$ cat config.mk
export PLATFORM = sky130hd
export DESIGN_NAME = sobel_stream_io
export DESIGN_NICKNAME = d
export VERILOG_FILES = /design/src/rtl/sobel_stream_io.sv
export SDC_FILE = /design/constraint.sdc
export NUM_CORES = 1
export LEC_CHECK = 0
export CAP_MARGIN = 20
export CORE_UTILIZATION = 50
export DETAILED_ROUTE_END_ITERATION = 10
export GPL_TIMING_DRIVEN = 0
export PLACE_DENSITY = 0.81
export SKIP_CTS_REPAIR_TIMING = 1
export SLEW_MARGIN = 0
export SYNTH_ARGS = -nofsm -noshare
export SYNTH_HDL_FRONTEND = slang
export SYNTH_SLANG_ARGS = --single-unit
export TNS_END_PERCENT = 30
$ cat constraint.sdc
create_clock -name clk -period 5.1 [get_ports clk]
set_input_delay 1.02 -clock clk [delete_from_list [all_inputs] [get_ports clk]]
set_output_delay 1.02 -clock clk [all_outputs]
set_load 0.005 [all_outputs]
$ cat src/rtl/sobel_stream_io.sv
// Streaming front end for a BRAM-based Sobel core: loads a frame into the source BRAM,
// kicks the core, then drains the result BRAM through a 2-entry skid FIFO.
module sobel_stream_io #(
    parameter int DATA_WIDTH   = 8,
    parameter int ADDR_WIDTH   = 16,
    parameter int IMAGE_WIDTH  = 100,
    parameter int IMAGE_HEIGHT = 100
) (
    input  logic                  clk,
    input  logic                  rst,
    input  logic                  i_start,
    input  logic                  s_valid,
    input  logic [DATA_WIDTH-1:0] s_data,
    output logic                  s_ready,
    output logic                  o_run,
    output logic [ADDR_WIDTH-1:0] o_num_cnt,
    input  logic                  i_done,
    output logic                  b0_ce0,
    output logic                  b0_we0,
    output logic [ADDR_WIDTH-1:0] b0_addr0,
    output logic [DATA_WIDTH-1:0] b0_d0,
    output logic                  b1_ce0,
    output logic                  b1_we0,
    output logic [ADDR_WIDTH-1:0] b1_addr0,
    output logic [DATA_WIDTH-1:0] b1_d0,
    input  logic [DATA_WIDTH-1:0] b1_q0,
    output logic                  m_valid,
    output logic [DATA_WIDTH-1:0] m_data,
    output logic                  m_last,
    input  logic                  m_ready,
    output logic                  o_busy,
    output logic                  o_done
);

    localparam int NUM_PIX = IMAGE_WIDTH * IMAGE_HEIGHT;
    // One extra bit so a full 2^ADDR_WIDTH frame still reaches its terminal count.
    localparam logic [ADDR_WIDTH:0] NUM_PIX_C = (ADDR_WIDTH + 1)'(NUM_PIX);
    localparam logic [ADDR_WIDTH:0] LAST_C    = (ADDR_WIDTH + 1)'(NUM_PIX - 1);

    typedef enum logic [2:0] {
        S_IDLE,
        S_LOAD,
        S_RUN,
        S_WAIT,
        S_UNLOAD,
        S_DONE
    } state_t;

    state_t state, next_state;

    logic [ADDR_WIDTH:0]  wr_cnt, rd_cnt, out_cnt;
    logic                 load_hs, issue, pop, in_flight;
    logic [1:0]           occ;
    logic                 wr_ptr, rd_ptr;
    logic [DATA_WIDTH-1:0] fifo_mem [2];
    logic [2:0]           pending;

    assign o_num_cnt = NUM_PIX_C[ADDR_WIDTH-1:0];

    assign load_hs = s_valid && (state == S_LOAD);
    assign m_valid = (occ != 2'd0);
    assign m_data  = m_valid ? fifo_mem[rd_ptr] : '0;
    assign m_last  = m_valid && (out_cnt == LAST_C);
    assign pop     = m_valid && m_ready;

    // Entries the FIFO will hold after this cycle if no new read is issued.
    assign pending = {1'b0, occ} + {2'b00, in_flight} - {2'b00, pop};
    assign issue   = (state == S_UNLOAD) && (rd_cnt < NUM_PIX_C) && (pending < 3'd2);

    always_ff @(posedge clk or posedge rst) begin
        if (rst) begin
            state <= S_IDLE;
        end else begin
            state <= next_state;
        end
    end

    always_comb begin
        // NOTE: every comb output gets a default first so no path leaves it unassigned (no latch).
        next_state = state;
        case (state)
            S_IDLE:   if (i_start) next_state = S_LOAD;
            S_LOAD:   if (load_hs && (wr_cnt == LAST_C)) next_state = S_RUN;
            S_RUN:    next_state = S_WAIT;
            S_WAIT:   if (i_done) next_state = S_UNLOAD;
            S_UNLOAD: if (pop && m_last) next_state = S_DONE;
            S_DONE:   next_state = S_IDLE;
            default:  next_state = S_IDLE;
        endcase
    end

    always_comb begin
        s_ready  = (state == S_LOAD);
        o_run    = (state == S_RUN);
        o_done   = (state == S_DONE);
        o_busy   = (state != S_IDLE);
        b0_ce0   = load_hs;
        b0_we0   = load_hs;
        b0_addr0 = load_hs ? wr_cnt[ADDR_WIDTH-1:0] : '0;
        b0_d0    = load_hs ? s_data : '0;
        b1_ce0   = issue;
        b1_we0   = 1'b0;
        b1_addr0 = issue ? rd_cnt[ADDR_WIDTH-1:0] : '0;
        b1_d0    = '0;
    end

    // NOTE: sequential state uses non-blocking assignments so all registers update together.
    always_ff @(posedge clk or posedge rst) begin
        if (rst) begin
            wr_cnt    <= '0;
            rd_cnt    <= '0;
            out_cnt   <= '0;
            in_flight <= 1'b0;
            wr_ptr    <= 1'b0;
            rd_ptr    <= 1'b0;
            occ       <= 2'd0;
        end else if ((state == S_IDLE) && i_start) begin
            wr_cnt    <= '0;
            rd_cnt    <= '0;
            out_cnt   <= '0;
            in_flight <= 1'b0;
            wr_ptr    <= 1'b0;
            rd_ptr    <= 1'b0;
            occ       <= 2'd0;
        end else begin
            if (load_hs) wr_cnt <= wr_cnt + 1'b1;
            if (issue)   rd_cnt <= rd_cnt + 1'b1;
            in_flight <= issue;
            if (in_flight) wr_ptr <= ~wr_ptr;
            if (pop) begin
                rd_ptr  <= ~rd_ptr;
                out_cnt <= out_cnt + 1'b1;
            end
            occ <= occ + {1'b0, in_flight} - {1'b0, pop};
        end
    end

    // NOTE: FIFO storage is not reset; occupancy and pointers alone define what is valid.
    always_ff @(posedge clk) begin
        if (in_flight) fifo_mem[wr_ptr] <= b1_q0;
    end

endmodule

Word-level counts from Yosys, hierarchy flattened
Memories as Yosys holds them, arrays and structs flattened.
Index checks and enable logic that the tools add are counted.

operators by class
  add/subtract/negate cells = 7
  order comparisons = 2
  eq/ne operators = 11
  muxes and demuxes = 23
  bitwise logic cells = 2
  reduce and logical (&&, ||, !) cells = 16

operators with widths
  operator                                                                 number
  17-bit 2-to-1 mux                                                        6
  17-bit by 1-bit adder with 17-bit output, second input constant          3
  17-bit by 14-bit equality test with 1-bit output, second input constant  2
  16-bit 2-to-1 mux                                                        2
  17-bit by 14-bit < comparator with 1-bit output, second input constant   1
  8-bit 2-to-1 mux                                                         2
  3-bit one-hot mux with 5 select lines                                    1
  3-bit 2-to-1 mux                                                         4
  2-bit nonzero test                                                       5
  1-bit logical AND                                                        8
  1-bit 2-to-1 mux                                                         7
  3-bit by 2-bit equality test with 1-bit output, second input constant    2
  3-bit equality test, second input constant                               2
  2-bit by 1-bit inequality test with 1-bit output, second input constant  2
  2-bit inequality test, second input constant                             2
  4-bit AND reduction                                                      1
  2-bit by 1-bit adder with 3-bit output                                   1
  3-bit by 1-bit equality test with 1-bit output, second input constant    1
  3-bit zero test                                                          1
  3-bit by 2-bit < comparator with 1-bit output, second input constant     1
  3-bit nonzero test                                                       1
  3-bit by 1-bit subtractor with 3-bit output                              1
  2-bit by 1-bit adder with 2-bit output                                   1
  2-bit 2-to-1 mux                                                         1
  2 further kinds                                                          3

word-level totals
  flip-flop bits (word level) = 59
  memory bits (writable) = 16
  input port bits = 22
  logic and storage cells = 70
  memories = 1

memories
  memory    words  width  read ports  clocked after Yosys merged registers in  wr ports  RTL line  source
  fifo_mem  2      8      1           0                                        1         55        logic [DATA_WIDTH-1:0] fifo_mem [2];

Longest topological paths before layout
Gate-level depths: netlist of run 1.

  depth after elaboration = 7
  gate-level depth with buffers = 13
  gate-level depth less buffers = 10

Least setup slack after synthesis of run 1
OpenSTA, ideal clock, no wires.

  path type = input port to output port
  from = in m_ready
  to = out b1_addr0[10]
  arrival = 3.302 ns
  data required time = 4.080 ns
  path slack = 0.778 ns
  stages on the path = 11
  cells stage by stage = o21ai_1 inv_1 ha_1 inv_1 ha_1 fa_1 nor4_1 and4_1 clkbuf_1 clkbuf_1 and3_1

on the way
  word-level cells in the longest chain between the ends = 5

RTL lines
  element                                        RTL line  source
  start: declaration                             30        input logic m_ready,
  1-bit logical AND                              64        assign pop = m_valid && m_ready;
  3-bit by 1-bit subtractor with 3-bit output    67        assign pending = {1'b0, occ} + {2'b00, in_flight} - {2'b00, pop};
  3-bit by 2-bit < comparator with 1-bit output  68        assign issue = (state == S_UNLOAD) && (rd_cnt < NUM_PIX_C) && (pending < 3'd2);
  1-bit logical AND                              68
  16-bit 2-to-1 mux                              103       b1_addr0 = issue ? rd_cnt[ADDR_WIDTH-1:0] : '0;
  end: declaration                               24        output logic [ADDR_WIDTH-1:0] b1_addr0,

Every way passes these cells.

Worst setup path after layout of run 1
Ends and elaborated chain as after synthesis.

==> reports/results.ini, run 1 <==
[floorplan]
start_util_pct = 51.64
ios = 104
rows = 33
core_area_um2 = 8217
die_x_um = 94.12
dieArea_um2 = 8858
die_h_um = 94.12

[clocking]
clockBufferDepth = 2
cts_made_buffers = 9
h-tree-depth = 3
clkTransAtPathRegs_ns = 0.09
cts-root-buf = clkbuf_8
clock_latency_ns = 0.35
cts.sinks = 75
tritoncts = yes

[sta]
setup_viol = 0
fmax_mhz = 204.2
min_period_ns = 4.897
tightest_slew_ns = 0.7305
layout_setup_ws_ns = 0.2030
slew-limit-headroom_pct = 51.20
fin_skew_ns = 0.01016
period_share_pct = 96.02
tns_ns = 0
rsz0062_at_grt = false
drv_slew = 0
hold_violations = 0
holdWs_ns = 0.5158

[yosys]
synth_top_family_by_area = simple AND/OR/NAND/NOR gates
synth-main-ff-cell = dfrtp_1
synth_area_per_cell_um2 = 9.471
ys_types = 47
syn-cell-area_um2 = 4243
synth-seq-cells = 75
synthSimpleGateAreaFrac_pct = 28.22
yosysSeqAreaShare_pct = 46.12
yosysTopAreaCellShare_pct = 34.80
synthXorXnorAreaFrac_pct = 4.748
ys_top_cells_by_area = dfrtp_1 35%, edfxtp_1 11%, buf_4 5.0%
syn_inst = 448
synth-warning-count = 0
synthAdderAreaFrac_pct = 1.946
synthMuxAreaShare_pct = 3.775
synth_area_leader_cell = dfrtp_1
synth_edf_count = 16
synth-compound-area-share_pct = 6.281
async_flop_share_pct = 78.67

[routing]
viasPerCell = 5.370
num_vias = 3614
wl_per_cell_um = 14.54
drcViolationCount = 0
wl_um = 9784
first_pass_iters = 5
drtIter0Drc = 234
ant_nets = 0

[critical_path]
endpoint_kind = output port
max_stage_delay_ns = 0.50
cpLargestDelayFamily = buffers and inverters
critPathMaxFanout = 10
cp_data_required_time_ns = 4.08
reg2reg_slack_ns = 1.74
ff2ff_path_depth = 12
rr_startpoint = occ[1]$_DFF_PP0_
crit_slowest_cell = fa_1
crit_arrival_ns = 3.88
crit_chain = dlymetal6s2s_1 -> o21ai_4 -> inv_1 -> ha_1 -> inv_1 -> ha_1 -> fa_1 -> nor4_4 -> and4_4 -> clkbuf_4 -> and3_1 -> clkdlybuf4s50_1
path_class = in -> out
timing.rr.end = rd_cnt[3]$_DFFE_PP0P_
cp-start-kind = input pin
worst-path-stages = 12
path_buf_inv = 5

[global_routing]
grt_max_degree = 32
grt_pass1_vias = 3374
grt_use_total_pct = 22.78
grt_overflow = 0
grt_pass1_wl_um = 15730
antenna_found_initial = 0

[min_path]
holdPathEnd = rd_cnt[10]$_DFFE_PP0P_
min_from = rd_cnt[10]$_DFFE_PP0P_
holdPathStages = 1
hold_class = reg -> reg

[placement]
placed_area_um2 = 5249
gp_congestion = 0.9472
pre_cts_ws_ns = -0.6648
io_buffers = 76
hpwl_um = 7099
dp_cells = 655

[power_and_ir_drop]
total_power_mw = 1.605
p_leak_nw = 2.354
power_density_nw_per_um2 = 292.3
peakVddDrop_v = 0.0001573

[layout]
final_cells = 673
design_area_um2 = 5493
final_common_cell = clkdlybuf4s50_1
nets = 591
antenna_cells = 0
area_growth_pct = 29.46
drive_gt1_share_pct = 11.44
utilization_pct = 66.85
final_cell_mix = 75 x clkdlybuf4s50_1, 59 x dfrtp_1, 41 x nor2_1, 33 x and2_1, 33 x buf_4

[run]
drv_cap = 0

[outcome]
status = finished, final reports clean

[Yosys cell counts, types with 2 or more instances]
library cell and number:
edfxtp_1 16, mux2i_1 16, clkbuf_1 22, dfrtp_1 59
nand2b_1 5, buf_4 28, o31ai_1 6, inv_1 14
and3_1 17, nor2_1 41, xnor2_1 12, buf_2 2
and2_1 33, xor2_1 11, or3_1 11, or4b_2 3
or4_1 5, o21ai_0 14, nand3_1 19, nand4_1 19
ha_1 5, nor3_1 11, nor4bb_1 2, nor4_1 11
and4_1 6, conb_1 2, nand2_1 20, nor3b_1 2
a21oi_1 18
[cell type report]
| class | instances | area (µm²) |
|---|---|---|
| fillers | 655 | 2724 |
| multi-input cells | 330 | 2038 |
| flip-flops and latches | 75 | 1957 |
| repair buffers | 81 | 813.3 |
| plain buffers | 52 | 317.8 |
| well taps | 105 | 131.4 |
| clock buffers | 9 | 123.9 |
| clock inverters | 7 | 58.81 |
| inverters | 14 | 52.55 |
[worst register-to-register path: stages (launching register included)]
cell and delay [ns]:
dfrtp_1 0.36, clkbuf_1 0.20, o21ai_4 0.27, inv_1 0.07
ha_1 0.27, inv_1 0.04, ha_1 0.18, fa_1 0.50
nor4_4 0.31, nand4_1 0.18, buf_4 0.25, or4_1 0.48
a21oi_1 0.17
[metal layers]
metal	part of all wire [%]	track usage, %	vias up
met5	0	0	-
met4	1.9	8.333	0
met3	5.0	3.398	19
met2	49	38.32	120
met1	45	29.67	1722
li1	-	-	1753
[cell families (layout without fill, tap and decap cells)]
family                     count (synthesis)  after routing
and+or+nand+nor                          212            212
muxes                                     16             16
adders and majority gates                  6              6
other                                      2             27
DFF                                       75             75
buffers and inverters                     68            163
AOI/OAI and AO/OA                         46             46
xor gates and xnor gates                  23             23
[sequential cells by signal, indices dropped and copies added, names as in the netlist]
| name | count |
|---|---|
| fifo_mem | 16 |
| in_flight | 1 |
| occ | 2 |
| out_cnt | 17 |
| rd_cnt | 17 |
| rd_ptr | 1 |
| state | 3 |
| wr_cnt | 17 |
| wr_ptr | 1 |
[report_power, final]
| part | switching (mW) | total (mW) | internal, mW |
|---|---|---|---|
| sequential | 0.0538 | 0.715 | 0.662 |
| clock | 0.239 | 0.422 | 0.183 |
| combinational | 0.219 | 0.468 | 0.248 |
| total | 0.512 | 1.61 | 1.09 |
[worst max path at each step]
stage / from / endpoint / slack [ns]
2_1_floorplan: m_ready / b1_addr0[10] / 0.78
3_3_place_gp: m_ready / b1_addr0[6] / -0.58
3_5_place_dp: m_ready / b1_addr0[10] / -0.66
4_1_cts: m_ready / b1_addr0[10] / -0.69
5_1_grt: m_ready / b1_addr0[13] / 0.08
6_report: m_ready / b1_addr0[10] / 0.20
Power figures use the tool's default switching activity.
==> inputs of run 2 (changes only) <==
--- a/config.mk
+++ b/config.mk
@@ -9,7 +9,7 @@
 export CORE_UTILIZATION = 50
 export DETAILED_ROUTE_END_ITERATION = 10
 export GPL_TIMING_DRIVEN = 0
-export PLACE_DENSITY = 0.81
+export PLACE_DENSITY = 0.91
 export SKIP_CTS_REPAIR_TIMING = 1
 export SLEW_MARGIN = 0
 export SYNTH_ARGS = -nofsm -noshare
==> run 2 against run 1 <==
First-iteration DRC count shrank 2.1%. Utilization shrank 0.56 points. Register-to-register slack gained 0.15 ns. Clock power shrank 8.1%. Critical endpoint is now b1_addr0[6].
==> reports/results.ini, run 2 (synthesis results as in run 1) <==
[power_and_ir_drop]
total_power_mw = 1.551  ; -3.4%
power_density_nw_per_um2 = 284.7  ; -2.6%
p_leak_nw = 2.334  ; -0.81%
peakVddDrop_v = 0.0001722  ; +9.5%

[floorplan]
rows = 33  ; unchanged
start_util_pct = 51.64  ; unchanged
dieArea_um2 = 8858  ; unchanged
ios = 104  ; unchanged
die_x_um = 94.12  ; unchanged
die_h_um = 94.12  ; unchanged
core_area_um2 = 8217  ; unchanged

[clocking]
cts_made_buffers = 9  ; unchanged
cts-root-buf = clkbuf_8
clockBufferDepth = 2  ; unchanged
clock_latency_ns = 0.35  ; about the same
h-tree-depth = 3  ; unchanged
clkTransAtPathRegs_ns = 0.07  ; -0.02 ns
tritoncts = yes
cts.sinks = 75  ; unchanged

[routing]
wl_met1_um = 4113  ; -5.6%
wl_met3_um = 539  ; +10%
num_vias = 3671  ; +1.6%
drcViolationCount = 0  ; unchanged
viasPerCell = 5.471  ; +1.9%
ant_nets = 0  ; unchanged
wl_um = 9922  ; +1.4%
first_pass_iters = 5  ; unchanged
wl_met2_um = 5062  ; +6.5%
drtIter0Drc = 229  ; -2.1%
maxUsedRoutingLayer = met4
wl_per_cell_um = 14.79  ; +1.7%

[global_routing]
grt_pass1_wl_um = 16260  ; +3.4%
grt_use_total_pct = 23.55  ; +0.77 points
grt_max_degree = 45  ; +41%
antenna_found_initial = 0  ; unchanged
grt_overflow = 0  ; unchanged
grt_pass1_vias = 3430  ; +1.7%

[outcome]
status = finished, final reports clean

[sta]
period_share_pct = 92.08  ; -3.9 points
min_period_ns = 4.696  ; -0.2006 ns
setup_viol = 0  ; unchanged
fin_skew_ns = 0.007130  ; -0.003026 ns
rsz0062_at_grt = false
slew-limit-headroom_pct = 49.60  ; -1.6 points
fmax_mhz = 212.9  ; +4.3%
hold_violations = 0  ; unchanged
drv_slew = 0  ; unchanged
tightest_slew_ns = 0.7545  ; +0.02405 ns

[critical_path]
critPathMaxFanout = 10  ; unchanged
cp_data_required_time_ns = 4.08  ; about the same
cp-start-kind = input pin
path_class = in -> out
reg2reg_slack_ns = 1.89  ; +0.15 ns
endpoint_kind = output port
crit_arrival_ns = 3.68  ; -0.20 ns

[layout]
drive_gt1_share_pct = 10.42  ; -1.0 points
final_cells = 671  ; -0.30%
fill_cells = 594  ; -9.3%
area_growth_pct = 28.37
final_common_cell = clkdlybuf4s50_1
design_area_um2 = 5446  ; -0.84%
top_regs = out_cnt (17), rd_cnt (17), wr_cnt (17)
antenna_cells = 0  ; unchanged
final_cell_mix = 75 x clkdlybuf4s50_1, 59 x dfrtp_1, 41 x nor2_1, 33 x and2_1, 30 x buf_4
nets = 589  ; -0.34%

[run]
drv_cap = 0  ; unchanged

[placement]
gp_congestion = 0.9227  ; -2.6%
io_buffers = 76  ; unchanged
hpwl_um = 7268  ; +2.4%
dp_cells = 655  ; unchanged
placed_area_um2 = 5249  ; unchanged

[min_path]
hold_class = reg -> reg

## run 2: changes by cell type in the layout (fill, tap and decap cells not counted), sizes merged
cell      before  now
buf           38   36
inv           17   14
clkbuf        28   32
clkinvlp       2    1
## run 2: power by group
part	internal [mW]	total (mW)	switching [mW]
sequential	0.662	0.713	0.0511
combinational	0.229	0.450	0.221
clock	0.176	0.388	0.212
## run 2: per-layer routing
layer,global-route usage (%),vias up
met2,40.69,151
met3,4.045,21
li1,-,1754
met5,0,-
met4,9.487,0
met1,29.10,1745
## run 2: worst paths after layout
check,startpoint,endpoint,cells after the start
min in group asynchronous,rst,rd_cnt[0]$_DFFE_PP0P_,2
max,m_ready,b1_addr0[6],12
max in group asynchronous,rst,out_cnt[0]$_DFFE_PP0P_,3
min reg2reg,rd_cnt[10]$_DFFE_PP0P_,rd_cnt[10]$_DFFE_PP0P_,1
max reg2reg,occ[1]$_DFF_PP0_,rd_cnt[3]$_DFFE_PP0P_,12
min,rd_cnt[10]$_DFFE_PP0P_,rd_cnt[10]$_DFFE_PP0P_,1
## run 2: layout make-up
cell class | instances | area (µm²) | area share, %
Inverter | 14 | 52.55 | 0.9649
Tap cell | 105 | 131.4 | 2.412
Timing Repair Buffer | 79 | 798.3 | 14.66
Multi-Input combinational cell | 330 | 2029 | 37.26
Clock buffer | 13 | 138.9 | 2.550
Sequential cell | 75 | 1957 | 35.93
Buffer | 52 | 321.6 | 5.904
Clock inverter | 3 | 17.52 | 0.3216
## run 2: per-stage QoR
stage	hold slack (ns)	worst slack (ns)	TNS, ns	utilization [%]
after detailed placement	0.4801	-0.5601	-6.590	63.88
after global routing	0.5180	0.2268	0	66.29
final	0.4998	0.4037	0	66.29
after CTS	0.4978	-0.5947	-7.294	65.78
after global placement	0.4729	-0.5179	-6.466	63.64
after floorplan	0.4539	0.7779	0	-
## run 2: worst max-delay path, stage by stage
cell and delay (ns):
dlymetal6s2s_1 0.17, o21ai_4 0.12, inv_1 0.07, ha_1 0.28
inv_1 0.04, ha_1 0.19, fa_1 0.47, nor4_2 0.20
and4_4 0.27, clkbuf_4 0.17, and3_1 0.17, clkdlybuf4s50_1 0.51
==> RTL edit, RTL diff (config.mk and constraints of run 2) <==
`IMAGE_WIDTH`: 100 -> 50.
--- a/src/rtl/sobel_stream_io.sv
+++ b/src/rtl/sobel_stream_io.sv
@@ -4,5 +4,5 @@
     parameter int DATA_WIDTH   = 8,
     parameter int ADDR_WIDTH   = 16,
-    parameter int IMAGE_WIDTH  = 100,
+    parameter int IMAGE_WIDTH  = 50,
     parameter int IMAGE_HEIGHT = 100
 ) (
Behaviour: not the same (Yosys sat finds a counterexample within 4 cycles, from zero or initial values and one cycle with rst high).
==> RTL edit against run 2 <==
Global-route usage shrank 1.5 points; cell count shrank 3.6%; area after synthesis decreased by 4.5%; sequential cell count stayed put; clock power is 29% higher; hold slack is essentially flat; setup slack lost 0.31 ns; count of clock-buffer cells in the layout down 4; wire length fell by 5.4%; register-to-register slack better by 0.02 ns; power grew 10%; final area shrank 1.6%.
==> RTL edit: results (changes against run 2) <==
The run finished with clean final reports. The estimated wirelength of the detail-placed design was 6540 um (-10%). The number of vias per cell came out at 5.19 (-5.1%). Yosys attributes the largest share of cell area to dfrtp_1 (36%), edfxtp_1 (12%), and2_1 (6.8%). The critical path arrival came out at 3.99 ns (+0.31 ns).

In this run the critical register-to-register path is captured at rd_cnt[9]$_DFFE_PP0P_. The global routing met3 resource utilization is 4.64% (+0.60 points). The clock tree skew after final layout came out at 0.00815 ns (+0.00102 ns).

The count of distinct cell types in the synthesized netlist came out at 44 (-6.4%). The reg2reg setup slack came out at 1.91 ns (+0.02 ns). The count of buffers from port buffering came to 75 (-1.3%). The routed length per instance came out at 14.5 um (-1.9%). Counting instances in the post-synthesis netlist gives the leading cell types as dfrtp_1 (59), nor2_1 (53), and2_1 (44). The leakage power is 2.41 nW (+3.4%). The share of the synthesized netlist area taken by xor and xnor gates was 7.57% (+2.8 points). The area after detailed placement came out at 5050 um^2 (-3.9%).

The worst vdd rail ir drop is 0.188 mV (+9.0%). The wire length of the first global-routing pass is 14600 um (-9.9%). The wire length on met3 came out at 589 um (+9.3%).

The via count of the first global-routing pass is 3125 (-8.9%). The met2 wirelength from detailed routing is 4870 um (-3.8%). The portion of total power attributed to combinational logic came out at 27.1% (-1.9 points).

The mux share of post-synthesis cell area is 3.46% (-0.31 points). The final-stage net count is 568 (-3.6%). The met1 wire length is 3760 um (-8.7%). Among all stages on the critical path, the largest delay is contributed by fa_1. The fraction of the mapped netlist area in compound gates came out at 3.49% (-2.8 points). The total global-route track usage came out at 22.1% (-1.5 points).

The most critical setup path has its endpoint at b1_addr0[3]. The largest net degree at the start of global routing is 33 (-27%). The detailed router's first-iteration violation count is 225 (-1.7%). The global-route met2 utilization is 37.9% (-2.8 points). The worst hold path begins at rd_cnt[16]$_DFFE_PP0P_. The met1 layer usage reported by global route is 26.9% (-2.2 points). The post-synthesis share of cell area spent on full adders, half adders and majority gates is 2.04% (+0.093 points).

The terminating pin of the worst hold path is rd_cnt[16]$_DFFE_PP0P_. The count of TritonRoute iterations in the first routing pass is 4 (-1).
## RTL edit: cell count changes after synthesis, moves of 6 or more
cell      change
nor2_1       +12
and2_1       +11
clkbuf_1     -11
nand2_1      +11
and3_1       -10
xor2_1       +10
a21oi_1       -9
nand4_1       -9
o21ai_0       -7
or3_1         -6
## RTL edit: through the flow
stage               setup TNS, ns  hold WS, ns  instances  setup WS, ns  power, W
floorplan                       0        0.454        444         0.550  0.000996
global placement            -9.14        0.470        621        -0.730   0.00116
detailed placement         -10.09        0.476        622        -0.804   0.00118
CTS                        -10.53        0.494        638        -0.833   0.00168
global route               -0.678        0.522        647       -0.0761   0.00182
finish                          0        0.500        647        0.0908   0.00171
## RTL edit: cell type report
type,count,area [um^2]
Buffer,44,300
Clock buffer,9,124
Clock inverter,7,92.6
Fill cell,551,2410
Inverter,13,52.6
Multi-Input combinational cell,312,1870
Sequential cell,75,1960
Tap cell,102,128
Timing Repair Buffer,85,840
